<file path="src/rtl/rat_pkg.sv">
// Shared definitions for the rat maze path tracker: move directions,
// tracker states and default maze geometry.
package rat_pkg;

    localparam int COORD_W_DEF   = 4;
    localparam int STEP_W_DEF    = 8;
    localparam int GOAL_X_DEF    = 15;
    localparam int GOAL_Y_DEF    = 15;
    localparam int MAX_STEPS_DEF = 255;

    // Must match the encoding used by the rat Controller/DataPath.
    typedef enum logic [1:0] {
        UP    = 2'b00,
        RIGHT = 2'b01,
        LEFT  = 2'b10,
        DOWN  = 2'b11
    } dir_e;

    typedef enum logic [1:0] {
        S_IDLE    = 2'b00,
        S_TRACK   = 2'b01,
        S_ARRIVED = 2'b10,
        S_ERR     = 2'b11
    } trk_state_e;

endpackage

</file>
<file path="src/rtl/rat_path_tracker_if.sv">
// Move stream in, replayed position and status flags out.
interface rat_path_tracker_if #(
    parameter int COORD_W = 4,
    parameter int STEP_W  = 8
);
    logic               start;
    logic               move_valid;
    logic [1:0]         move;
    logic [COORD_W-1:0] pos_x;
    logic [COORD_W-1:0] pos_y;
    logic [STEP_W-1:0]  steps;
    logic               busy;
    logic               arrived;
    logic               error;

    modport master (
        output start, move_valid, move,
        input  pos_x, pos_y, steps, busy, arrived, error
    );

    modport slave (
        input  start, move_valid, move,
        output pos_x, pos_y, steps, busy, arrived, error
    );
endinterface

</file>
<file path="src/rtl/rat_step_unit.sv">
// Combinational single-step move evaluation: next coordinates and an
// out-of-bounds flag for moves that would leave the maze.
module rat_step_unit
    import rat_pkg::*;
#(
    parameter int COORD_W = COORD_W_DEF
) (
    input  logic [COORD_W-1:0] x,
    input  logic [COORD_W-1:0] y,
    input  dir_e               move,
    output logic [COORD_W-1:0] next_x,
    output logic [COORD_W-1:0] next_y,
    output logic               out_of_bounds
);
    localparam logic [COORD_W-1:0] ONE  = COORD_W'(1);
    localparam logic [COORD_W-1:0] MAXC = '1;

    always_comb begin
        next_x        = x;
        next_y        = y;
        out_of_bounds = 1'b0;
        case (move)
            UP:    if (y == '0)   out_of_bounds = 1'b1; else next_y = y - ONE;
            RIGHT: if (x == MAXC) out_of_bounds = 1'b1; else next_x = x + ONE;
            LEFT:  if (x == '0)   out_of_bounds = 1'b1; else next_x = x - ONE;
            DOWN:  if (y == MAXC) out_of_bounds = 1'b1; else next_y = y + ONE;
            default: out_of_bounds = 1'b0;
        endcase
    end
endmodule

</file>
<file path="src/rtl/rat_path_tracker.sv">
// Replays the rat Run-phase move stream on a local X/Y position and reports
// steps, goal arrival and illegal moves. Optional macro: STEP_LIMIT_EN.
//
// state     | meaning
// S_IDLE    | after reset, moves ignored until start
// S_TRACK   | armed, each valid move is evaluated
// S_ARRIVED | goal reached, outputs frozen until start
// S_ERR     | illegal move rejected, outputs frozen until start
module rat_path_tracker
    import rat_pkg::*;
#(
    parameter int COORD_W   = COORD_W_DEF,
    parameter int STEP_W    = STEP_W_DEF,
    parameter int GOAL_X    = GOAL_X_DEF,
    parameter int GOAL_Y    = GOAL_Y_DEF,
    parameter int MAX_STEPS = MAX_STEPS_DEF
) (
    input  logic             clk,
    input  logic             rst,
    rat_path_tracker_if.slave bus
);
`ifdef STEP_LIMIT_EN
    localparam bit LIMIT_EN = 1'b1;
`else
    localparam bit LIMIT_EN = 1'b0;
`endif
    localparam logic [COORD_W-1:0] GX       = COORD_W'(GOAL_X);
    localparam logic [COORD_W-1:0] GY       = COORD_W'(GOAL_Y);
    localparam logic [STEP_W-1:0]  STEP_MAX = STEP_W'(MAX_STEPS);
    localparam logic [STEP_W-1:0]  STEP_ONE = STEP_W'(1);

    trk_state_e         state;
    logic [COORD_W-1:0] pos_x, pos_y, next_x, next_y;
    logic [STEP_W-1:0]  steps;
    logic               busy, arrived, error;
    logic               oob, limit_hit;

    rat_step_unit #(.COORD_W(COORD_W)) u_step (
        .x             (pos_x),
        .y             (pos_y),
        .move          (dir_e'(bus.move)),
        .next_x        (next_x),
        .next_y        (next_y),
        .out_of_bounds (oob)
    );

    assign limit_hit = LIMIT_EN && (steps == STEP_MAX);

    always_ff @(posedge clk) begin
        if (rst) begin
            state   <= S_IDLE;
            pos_x   <= '0;
            pos_y   <= '0;
            steps   <= '0;
            busy    <= 1'b0;
            arrived <= 1'b0;
            error   <= 1'b0;
        end else if (bus.start) begin
            // Start wins over a concurrent move, from any state.
            state   <= S_TRACK;
            pos_x   <= '0;
            pos_y   <= '0;
            steps   <= '0;
            busy    <= 1'b1;
            arrived <= 1'b0;
            error   <= 1'b0;
        end else if (state == S_TRACK && bus.move_valid) begin
            if (oob || limit_hit) begin
                error <= 1'b1;
                busy  <= 1'b0;
                state <= S_ERR;
            end else begin
                pos_x <= next_x;
                pos_y <= next_y;
                if (steps != '1) steps <= steps + STEP_ONE;
                if (next_x == GX && next_y == GY) begin
                    arrived <= 1'b1;
                    busy    <= 1'b0;
                    state   <= S_ARRIVED;
                end
            end
        end
    end

    assign bus.pos_x   = pos_x;
    assign bus.pos_y   = pos_y;
    assign bus.steps   = steps;
    assign bus.busy    = busy;
    assign bus.arrived = arrived;
    assign bus.error   = error;
endmodule

</file>
<file path="src/flat_wrapper.sv">
// flat-port wrapper written by rule: the top's interface ports become plain ports
module rat_path_tracker_flat import rat_pkg::*;
#(
    parameter int COORD_W   = COORD_W_DEF,
    parameter int STEP_W    = STEP_W_DEF,
    parameter int GOAL_X    = GOAL_X_DEF,
    parameter int GOAL_Y    = GOAL_Y_DEF,
    parameter int MAX_STEPS = MAX_STEPS_DEF
)
  (clk, rst, bus_start, bus_move_valid, bus_move, bus_pos_x, bus_pos_y, bus_steps, bus_busy, bus_arrived, bus_error);
  rat_path_tracker_if #(.COORD_W(COORD_W), .STEP_W(STEP_W)) bus_i ();
  input  logic clk;
  input  logic rst;
  input wire logic [$bits(bus_i.start)-1:0] bus_start;
  input wire logic [$bits(bus_i.move_valid)-1:0] bus_move_valid;
  input wire logic [$bits(bus_i.move)-1:0] bus_move;
  output wire logic [$bits(bus_i.pos_x)-1:0] bus_pos_x;
  output wire logic [$bits(bus_i.pos_y)-1:0] bus_pos_y;
  output wire logic [$bits(bus_i.steps)-1:0] bus_steps;
  output wire logic [$bits(bus_i.busy)-1:0] bus_busy;
  output wire logic [$bits(bus_i.arrived)-1:0] bus_arrived;
  output wire logic [$bits(bus_i.error)-1:0] bus_error;
  assign bus_i.start = bus_start;
  assign bus_i.move_valid = bus_move_valid;
  assign bus_i.move = bus_move;
  assign bus_pos_x = bus_i.pos_x;
  assign bus_pos_y = bus_i.pos_y;
  assign bus_steps = bus_i.steps;
  assign bus_busy = bus_i.busy;
  assign bus_arrived = bus_i.arrived;
  assign bus_error = bus_i.error;
  rat_path_tracker #(.COORD_W(COORD_W), .STEP_W(STEP_W), .GOAL_X(GOAL_X), .GOAL_Y(GOAL_Y), .MAX_STEPS(MAX_STEPS)) u_core (.clk(clk), .rst(rst), .bus(bus_i));
endmodule
</file>
<file path="config.mk">
export PLATFORM = sky130hd
export DESIGN_NAME = rat_path_tracker_flat
export DESIGN_NICKNAME = d
export VERILOG_FILES = /design/src/rtl/rat_pkg.sv /design/src/rtl/rat_path_tracker_if.sv /design/src/rtl/rat_step_unit.sv /design/src/rtl/rat_path_tracker.sv /design/src/flat_wrapper.sv
export SDC_FILE = /design/constraint.sdc
export NUM_CORES = 1
export LEC_CHECK = 0
export CAP_MARGIN = 20
export CORE_MARGIN = 3
export CORE_UTILIZATION = 53
export DETAILED_ROUTE_END_ITERATION = 10
export PLACE_DENSITY = 0.79
export SYNTH_ARGS = -nofsm -noshare
export SYNTH_HDL_FRONTEND = slang
export SYNTH_SLANG_ARGS = --single-unit
</file>
<file path="constraint.sdc">
create_clock -name clk -period 3 [get_ports clk]
set_clock_uncertainty 0.2 [all_clocks]
set_input_delay 0.75 -clock clk [delete_from_list [all_inputs] [get_ports clk]]
set_output_delay 0.75 -clock clk [all_outputs]
set_load 0.01 [all_outputs]
</file>
==> flow_summary.json, run 1 <==
{
  "run_status": "finished, final reports clean",
  "synth.avg_cell_area_um2": 8.39,
  "first_pass_iters": 4,
  "ys_warn_count": 0,
  "period_needed_ps": 2940,
  "hold_viol": 0,
  "fillers": 199,
  "antenna_found_initial": 0,
  "r2r_slack_ps": 440,
  "tritoncts": "done",
  "gr-total-overflow": 0,
  "synth_compound_area_share_pct": 23.5,
  "grt_pass1_wl_um": 6490,
  "drc": 0,
  "powerDensity_nw_per_um2": 274,
  "synth_xor_area_share_pct": 3.97,
  "ir_drop_v": 0.000343,
  "switching_power_w": 0.000152,
  "synthArstFlopShare_pct": 0,
  "synth_area_leaders": "dfxtp_1 (27%), ha_1 (7.3%), nor2_1 (4.1%), nand2_1 (3.9%), inv_1 (3.4%)",
  "slew_headroom_pct": 67.3,
  "hp-class": "flop to flop",
  "vias": 1545,
  "grt_pass1_vias": 1446,
  "clk_pin_slew_worst_paths_ps": 120,
  "first_iter_violations": 108,
  "gp_congestion": 0.874,
  "power.leakage_nw": 0.772,
  "drive_above_1_share_pct": 19.6,
  "clock.fmax_ghz": 0.340,
  "synth_simple_gate_area_share_pct": 28.6,
  "muxShareOfSynthArea_pct": 0.648,
  "synth_top_family_by_area": "simple AND/OR/NAND/NOR gates",
  "p_int_w": 0.000390,
  "crit_path_end_kind": "flop",
  "place_hpwl_um": 2920,
  "clock-sinks": 21,
  "fin_crit_sh_pct": 98.0,
  "synthAdderAreaFrac_pct": 7.29,
  "die_w_um": 60.0,
  "synthCells": 184,
  "numCtsBuffers": 3,
  "viasPerCell": 6.08,
  "ctsLongestPathBuffers": 2,
  "setup_slack_ps": 58.5,
  "dieHeight_um": 60.0,
  "clkPwrFrac_pct": 25.7,
  "pin_count": 25,
  "drtAntennaViolNets": 0,
  "crit_type": "input pin to flop",
  "root_buffer": "clkbuf_4",
  "syn_nets": 199,
  "synth_top_area_cell": "dfxtp_1",
  "area_delta_synth_final_pct": 28.0,
  "grt.total_usage_pct": 23.2,
  "die_area_um2": 3600,
  "start_kind": "input pin",
  "combPwrFrac_pct": 21.5,
  "grt_max_degree": 19,
  "slew_viol_final": 0,
  "totalWireLength_um": 3960,
  "synth-edff-count": 0,
  "synth_area_um2": 1540,
  "ys_seq_area_share_pct": 27.2,
  "nNetsFinal": 240,
  "synth_ff_type": "dfxtp_1",
  "diodes": 0,
  "clkLatencyLatePin_ps": 310,
  "initial_core_util_pct": 59.1,
  "max_cap_violations": 0,
  "htreeDepth": 1,
  "wl_per_cell_um": 15.6,
  "portBuffers": 24,
  "setup_viol": 0,
  "yosysUniqueCellTypes": 53,
  "core_area_um2": 2610,
  "fin_tns_setup_ps": 0,
  "yosysTopAreaCellShare_pct": 27.2,
  "pre_cts_ws_ps": -358,
  "num_rows": 18,
  "switching_share_pct": 28.0,
  "cp.required_ps": 3000,
  "critPathArrivalTime_ps": 2940,
  "power_frac_seq_pct": 52.8,
  "ys_seq_elements": 21,
  "worst_pin_slew_ps": 491,
  "hold_buffers": 0,
  "cp_max_fo": 4
}
==> area by class of cell <==
type	count	area, µm²	share of cell area, %
Inverter	14	52.6	2.66
Multi-Input combinational cell	138	1030	51.9
Timing Repair Buffer	47	413	20.9
Clock inverter	1	5.00	0.253
Tap cell	30	37.5	1.90
Clock buffer	3	22.5	1.14
Sequential cell	21	420	21.3
==> path summary, 6_finish.rpt <==
check | from | cells after the start | endpoint
max | bus_move[1] | 9 | u_core.bus.busy
min reg2reg | u_core.bus.error | 2 | u_core.bus.error
min | u_core.bus.error | 2 | u_core.bus.error
max reg2reg | u_core.bus.pos_y[0] | 8 | u_core.bus.busy
==> state kept, by name (all words and copies together) (netlist names) <==
| signal | count |
|---|---|
| u_core.bus.busy | 1 |
| u_core.bus.pos_x | 4 |
| u_core.bus.pos_y | 4 |
| u_core.bus.steps | 8 |
| u_core.bus.error | 1 |
| u_core.bus.arrived | 1 |
| u_core.state | 2 |
==> synthesized netlist by cell type, drive strengths merged (2+ instances only) <==
master and n:
o21ai 7, inv 14, o22ai 5, xor2 6, a22o 3, nand2 16, nand4 6, nor3 4
a21oi 10, nor2b 3, dfxtp 21, a32oi 3, nor4 3, nor2 17, clkbuf 4, ha 9
o2bb2ai 2, a31oi 2, and3b 3, or3b 3, and4 2, buf 7, and3 3, nand3 5
nand3b 4, a221oi 2
==> repair_timing <==
action                     4_1_cts  5_1_grt
gates resized for setup          0        7
buffers inserted                 0        0
setup endpoints to repair        0        5
==> per-layer routing <==
| metal | GRT usage [%] | vias up | wire length, µm |
|---|---|---|---|
| met2 | 37.5 | 60 | 1910 |
| li1 | - | 749 | - |
| met1 | 30.4 | 730 | 1740 |
| met3 | 4.75 | 6 | 243 |
| met4 | 7.59 | 0 | 63 |
| met5 | 0 | - | 0 |
==> power groups by stage <==
| stage | Clock, W | Combinational (W) | Sequential, W |
|---|---|---|---|
| 3_5_place_dp | 0 | 0.000109 | 0.000292 |
| 4_1_cts | 0.000145 | 0.000110 | 0.000286 |
| 2_1_floorplan | 0 | 0.0000614 | 0.000292 |
| 3_3_place_gp | 0 | 0.000105 | 0.000291 |
| 6_report | 0.000139 | 0.000117 | 0.000286 |
| 5_1_grt | 0.000159 | 0.000126 | 0.000286 |
==> critical path: stages <==
cell and delay [ps]:
clkdlybuf4s50_1 460, inv_1 140, ha_2 230, a21boi_0 200, o22ai_1 170, o22ai_2 290, o2111ai_4 170, nor4bb_4 400
o22ai_1 140
==> stage by stage <==
stage	area [µm²]	util [%]	cells	hold WS [ps]	power, W
floorplan	1540	-	184	244	0.000354
global placement	1910	73.2	250	250	0.000396
detailed placement	1910	73.2	250	261	0.000401
CTS	1940	74.2	254	292	0.000541
global route	1980	75.7	254	325	0.000571
finish	1980	75.7	254	286	0.000541
==> kinds of logic after synthesis <==
group,Yosys count
buffers and inverters,25
XOR/XNOR,7
adder cells (fa/ha/maj),9
AO/OA/AOI/OAI,46
multiplexers,1
flip-flops,21
AND/OR/NAND/NOR,75
==> cell usage in the layout, fill, tap and decap left out, types with 2 or more instances in the layout <==
cell type        synthesis  final
and4_1                   2      2
clkbuf_4                 0      3
nand4_1                  6      6
buf_4                    1     23
a221oi_1                 2      2
clkdlybuf4s50_1          0     24
and3b_1                  3      3
nor2b_1                  3      3
ha_1                     9      7
nand2_1                 16     16
o2bb2ai_1                2      2
inv_1                   14     14
xor2_1                   6      6
nor4_1                   3      2
nor3_1                   3      3
and3_1                   3      3
a21oi_1                 10     10
a31oi_1                  2      2
or3b_2                   2      2
a22o_1                   2      2
nand3b_1                 4      4
o21ai_0                  7      7
nand3_1                  5      5
a32oi_1                  3      2
o22ai_1                  5      4
nor2_1                  17     16
dfxtp_1                 21     21
(Power assumes the default switching activity.)
==> run 2, diff against run 1 <==
--- a/config.mk
+++ b/config.mk
@@ -9,6 +9,7 @@
 export CORE_MARGIN = 3
 export CORE_UTILIZATION = 53
 export DETAILED_ROUTE_END_ITERATION = 10
+export GPL_ROUTABILITY_DRIVEN = 1
 export PLACE_DENSITY = 0.79
 export SYNTH_ARGS = -nofsm -noshare
 export SYNTH_HDL_FRONTEND = slang
==> results of run 2 <==
Same layout as run 1: the final DEF is identical, and so are final timing and power.
==> variant 1 (config.mk and constraints of run 1) <==
Build with the macro `STEP_LIMIT_EN` defined.
--- a/src/rtl/rat_path_tracker.sv
+++ b/src/rtl/rat_path_tracker.sv
@@ -8,2 +8,4 @@
 // S_ERR     | illegal move rejected, outputs frozen until start
+`define STEP_LIMIT_EN
+
 module rat_path_tracker
Check against the original RTL: same outputs for any inputs over 10 cycles, from zero or initial values and one cycle with rst high; that may be too few to reach the edited logic, so the function may still have changed.
==> variant 1 against run 1 <==
  * Sequential cell count is the same
  * Final cell count shrank 6.3%
  * Design area fell by 6.8%
  * Wire length shrank 11%
  * Total power increased by 0.83%
  * Area after synthesis decreased by 6.5%
  * Global-route usage fell by 1.1 points
  * Worst hold slack improved by 0.0020 ns
  * Setup slack better by 0.15 ns
  * Critical path type unchanged
  * Largest power group unchanged
  * Highest routed layer unchanged
==> variant 1: results (changes against run 1) <==
| Metric | Value |
|---|---|
| WP data arrival | 2.84 ns (-0.10 ns) |
| Met2 WL post-DR | 1780 um (-6.8%) |
| Worst-path fanout max | 5 (+1) |
| Reg-to-Reg End | u_core.state[0] |
| NonClk Buf Share | 20.8% (-0.11 points) |
| Final Hold Slack | 0.288 ns (+0.00203 ns) |
| Hpwl dp | 2750 um (-5.9%) |
| Vias in the first global route | 1423 (-1.6%) |
| Worst hold stages | 1 (-1) |
| Largest net degree at the start of global routing | 20 (+1) |
| Wire length per cell | 14.8 um (-5.1%) |
| Worst reg2reg setup slack | 0.50 ns (+0.06 ns) |
| Netlist cell types | 51 (-3.8%) |
| DRT iter0 DRCs | 69 (-36%) |
| Syn Inst Count | 171 (-7.1%) |
| First-pass GRT wire length | 6010 um (-7.4%) |
| Worst Hold End | u_core.bus.arrived |
| Fillcell total | 200 (+0.50%) |
| Post-Place Setup Slack | -0.184 ns (+0.174 ns) |
| Commonest cells post-synth | dfxtp_1 (21), nor2_1 (17), inv_1 (15) |
| Synth top area cells | dfxtp_1 (29%), ha_1 (7.8%), nor2_1 (4.4%) |
| P_leak | 0.720 nW (-6.8%) |
| Cells after DPL | 234 (-6.4%) |
| M1 WL | 1520 um (-13%) |
| Ratio of cells with drive above 1 in the final layout | 16.3% (-3.3 points) |
| GRT Total Usage | 22.1% (-1.1 points) |
| Critical path's largest stage delay | 0.49 ns (+0.03 ns) |
| Peak VDD IR | 0.366 mV (+6.8%) |
| Status | completed |
| Clk tree area frac | 1.49% (+0.10 points) |
| Invs w/o clock | 15 (+1) |
| M1 GR Usage | 26.2% (-4.2 points) |
| Total wire length | 3520 um (-11%) |
| Fin nets | 224 (-6.7%) |
| Worst-margin pin slew | 0.372 ns (-0.119 ns) |
| Crit path max-delay family | buffers and inverters |
| Placer Congestion | 0.833 (-4.7%) |
[variant 1: changes by cell type after synthesis, moves of 3 or more]
cell             run 1  this run
nand2_1             16        10
o211ai_1             0         3
and3b_1              3         0
a211oi_1             1         4
o21ai_0              7         2
a21oi_1             10         7
[variant 1: repair_timing]
item | in CTS | in global routing
setup endpoints to repair | 0 | 1
hold endpoints to repair | 0 | 0
gates resized for setup | 0 | 1
[variant 1: per-stage QoR]
step | cell area (sq um) | util (%)
after floorplan | 1440 | -
after global placement | 1810 | 71.9
after detailed placement | 1810 | 71.9
after CTS | 1840 | 73.0
after global routing | 1840 | 73.1
final | 1840 | 73.1
[variant 1: logic make-up (layout without fill, tap and decap cells)]
kind of cell / Yosys count / after routing / synth area share [%]
xor+xnor: 8 / 8 / 4.85
simple gates: 62 / 62 / 24.5
mux: 3 / 3 / 2.08
fa+ha+maj: 9 / 9 / 7.80
buf+inv: 25 / 62 / 7.45
compound gates: 43 / 43 / 24.2
flops: 21 / 21 / 29.1
[variant 1: report_power, final]
| part | leakage [nW] | internal [W] | switching [W] | total (W) |
|---|---|---|---|---|
| combinational | 0.532 | 0.0000592 | 0.0000595 | 0.000119 |
| clock | 0.0177 | 0.0000498 | 0.0000873 | 0.000137 |
| sequential | 0.170 | 0.000284 | 0.00000611 | 0.000290 |
| total | 0.720 | 0.000393 | 0.000153 | 0.000546 |
[variant 1: worst max-delay path by stage]
stage,startpoint,to,slack (ns),cells after the start
after floorplan,bus_move[0],u_core.state[0],0.46,8
after global placement,bus_move[0],u_core.state[0],-0.13,9
after detailed placement,bus_move[0],u_core.state[0],-0.18,9
after CTS,bus_move[0],u_core.state[0],0.14,9
after global routing,bus_move[1],u_core.bus.steps[4],0.01,11
final,bus_move[0],u_core.bus.busy,0.21,9
==> variant 2 (settings of run 1) <==
Without the edit above. Re-encode `trk_state_e` (4 states) as Gray code, 2 bits wide.
--- a/src/rtl/rat_pkg.sv
+++ b/src/rtl/rat_pkg.sv
@@ -21,4 +21,4 @@
         S_TRACK   = 2'b01,
-        S_ARRIVED = 2'b10,
-        S_ERR     = 2'b11
+        S_ARRIVED = 2'b11,
+        S_ERR     = 2'b10
     } trk_state_e;
Check against the original RTL: same outputs for any inputs over 10 cycles, from zero or initial values and one cycle with rst high; not proved beyond that.
==> variant 2 against run 1 <==
  * Design area fell by 3.5%
  * Area after synthesis fell by 0.89%
  * Sequential share of layout area rose by 0.78 points
  * Via count fell by 2.5%
  * Setup slack improved by 0.055 ns
  * Die area fell by 0.82%
  * Wire length fell by 4.1%
  * Sequential cell count did not move
  * Total power fell by 5.4%
  * Largest power group unchanged
  * Highest routed layer unchanged
==> variant 2: results (changes against run 1) <==
| Metric | Value |
|---|---|
| Fillcell total | 199 (unchanged) |
| Slew HR | 70.6% (+3.3 points) |
| GRT Total Usage | 22.9% (-0.26 points) |
| Final setup violating endpoints | 0 (unchanged) |
| Worst-path fanout max | 4 (unchanged) |
| Sequential fraction of the synthesis area | 27.5% (+0.24 points) |
| Synthesis Warnings | 0 (unchanged) |
| Peak VDD IR | 0.326 mV (-5.0%) |
| Worst-path clk slew | 0.10 ns (-0.02 ns) |
| Number of iterations in the first detailed-routing pass | 5 (+1) |
| Hpwl dp | 2950 um (+1.0%) |
| Ant diodes | 0 (unchanged) |
| Cts bufs inserted | 3 (unchanged) |
| Commonest cells post-synth | dfxtp_1 (21), nor2_1 (16), nand2_1 (14) |
| Vias | 1506 (-2.5%) |
| # port buffers | 24 (unchanged) |
| HP Class | register to register |
| Wire length per cell | 15.4 um (-1.3%) |
| Post-synth ARST share | 0% (unchanged) |
| Status | completed |
| DRT iter0 DRCs | 99 (-8.3%) |
| Post-Place Setup Slack | -0.263 ns (+0.0947 ns) |
| Netlist cell types | 59 (+11%) |
| Initial antenna violation count | 0 (unchanged) |
| WP data arrival | 2.88 ns (-0.06 ns) |
| Synth top area cells | dfxtp_1 (27%), ha_1 (7.4%), nor2_1 (3.9%) |
| Largest net degree at the start of global routing | 18 (-1) |
| Ratio of cells with drive above 1 in the final layout | 18.9% (-0.75 points) |
| P_leak | 0.754 nW (-2.3%) |
| Biggest regs | u_core.bus.steps x8, u_core.bus.pos_x x4, u_core.bus.pos_y x4 |
| Root Driver | clkbuf_4 |
| CTS H-Tree Depth | 1 (unchanged) |
| CTS max path bufs | 2 (unchanged) |
| Fin nets | 233 (-2.9%) |
| First-pass GRT wire length | 6410 um (-1.3%) |
| Placer Congestion | 0.863 (-1.3%) |
| Clock latency at the later pin of the worst-skew pair | 0.30 ns |
| Post-synth net total | 193 (-3.0%) |
| Vias in the first global route | 1454 (+0.55%) |
| Maxcap violations | 0 (unchanged) |
[variant 2: timing repair]
| item | in CTS | in global routing |
|---|---|---|
| hold buffers | 0 | 0 |
| hold endpoints to repair | 0 | 0 |
| gates resized for setup | 0 | 2 |
| buffers inserted | 0 | 0 |
| endpoints found under the setup margin | 0 | 4 |
[variant 2: metrics by stage]
stage,total power [W],hold slack (ns),cell area [sq um],TNS [ns],cells
2_1_floorplan,0.000346,0.244,1530,0,178
3_3_place_gp,0.000379,0.257,1870,-0.661,243
3_5_place_dp,0.000383,0.274,1870,-1.80,243
4_1_cts,0.000511,0.304,1900,0,247
5_1_grt,0.000535,0.335,1910,0,247
6_report,0.000512,0.295,1910,0,247
[variant 2: critical path, cell delays in order]
cell	delay, ns
clkdlybuf4s50_1	0.44
buf_4	0.15
ha_1	0.23
or4b_1	0.47
a22oi_1	0.28
nor3_1	0.09
a21oi_2	0.14
nor3_1	0.08
o31a_1	0.24
[variant 2: layout make-up]
class	count	area, sq um	area share [%]
tap	30	37.5	1.97
multi-input combinational	134	980	51.4
timing repair buffer	44	390	20.5
clock buffer	4	26.3	1.38
inverter	14	52.6	2.76
sequential	21	420	22.0
[variant 2: cell families after synthesis]
family          count (synthesis)  share of synthesized area [%]
compound gates                 37                           20.1
xor+xnor                        7                           4.01
fa+ha+maj                       9                           7.36
buf+inv                        23                           8.99
flops                          21                           27.5
mux                             2                           1.31
simple gates                   79                           30.7
[variant 2: power breakdown]
| part | switching (W) | total (W) | internal [W] |
|---|---|---|---|
| combinational | 0.0000491 | 0.0000959 | 0.0000468 |
| sequential | 0.00000235 | 0.000284 | 0.000282 |
| clock | 0.0000803 | 0.000132 | 0.0000518 |
[variant 2: per-layer routing]
layer / GRT usage [%] / up-vias / wire [um]
li1: - / 729 / -
met1: 29.0 / 710 / 1630
met2: 39.5 / 59 / 1900
met3: 4.10 / 8 / 206
met4: 6.33 / 0 / 62
met5: 0 / - / 0
[variant 2: worst paths after layout]
kind / from / to / slack (ns) / depth (start not counted)
setup reg to reg: u_core.bus.pos_y[0] / u_core.state[0] / 0.59 / 9
setup / recovery: bus_move[0] / u_core.state[1] / 0.11 / 9
hold reg to reg: u_core.bus.error / u_core.bus.error / 0.29 / 2
hold / removal: u_core.bus.error / u_core.bus.error / 0.29 / 2
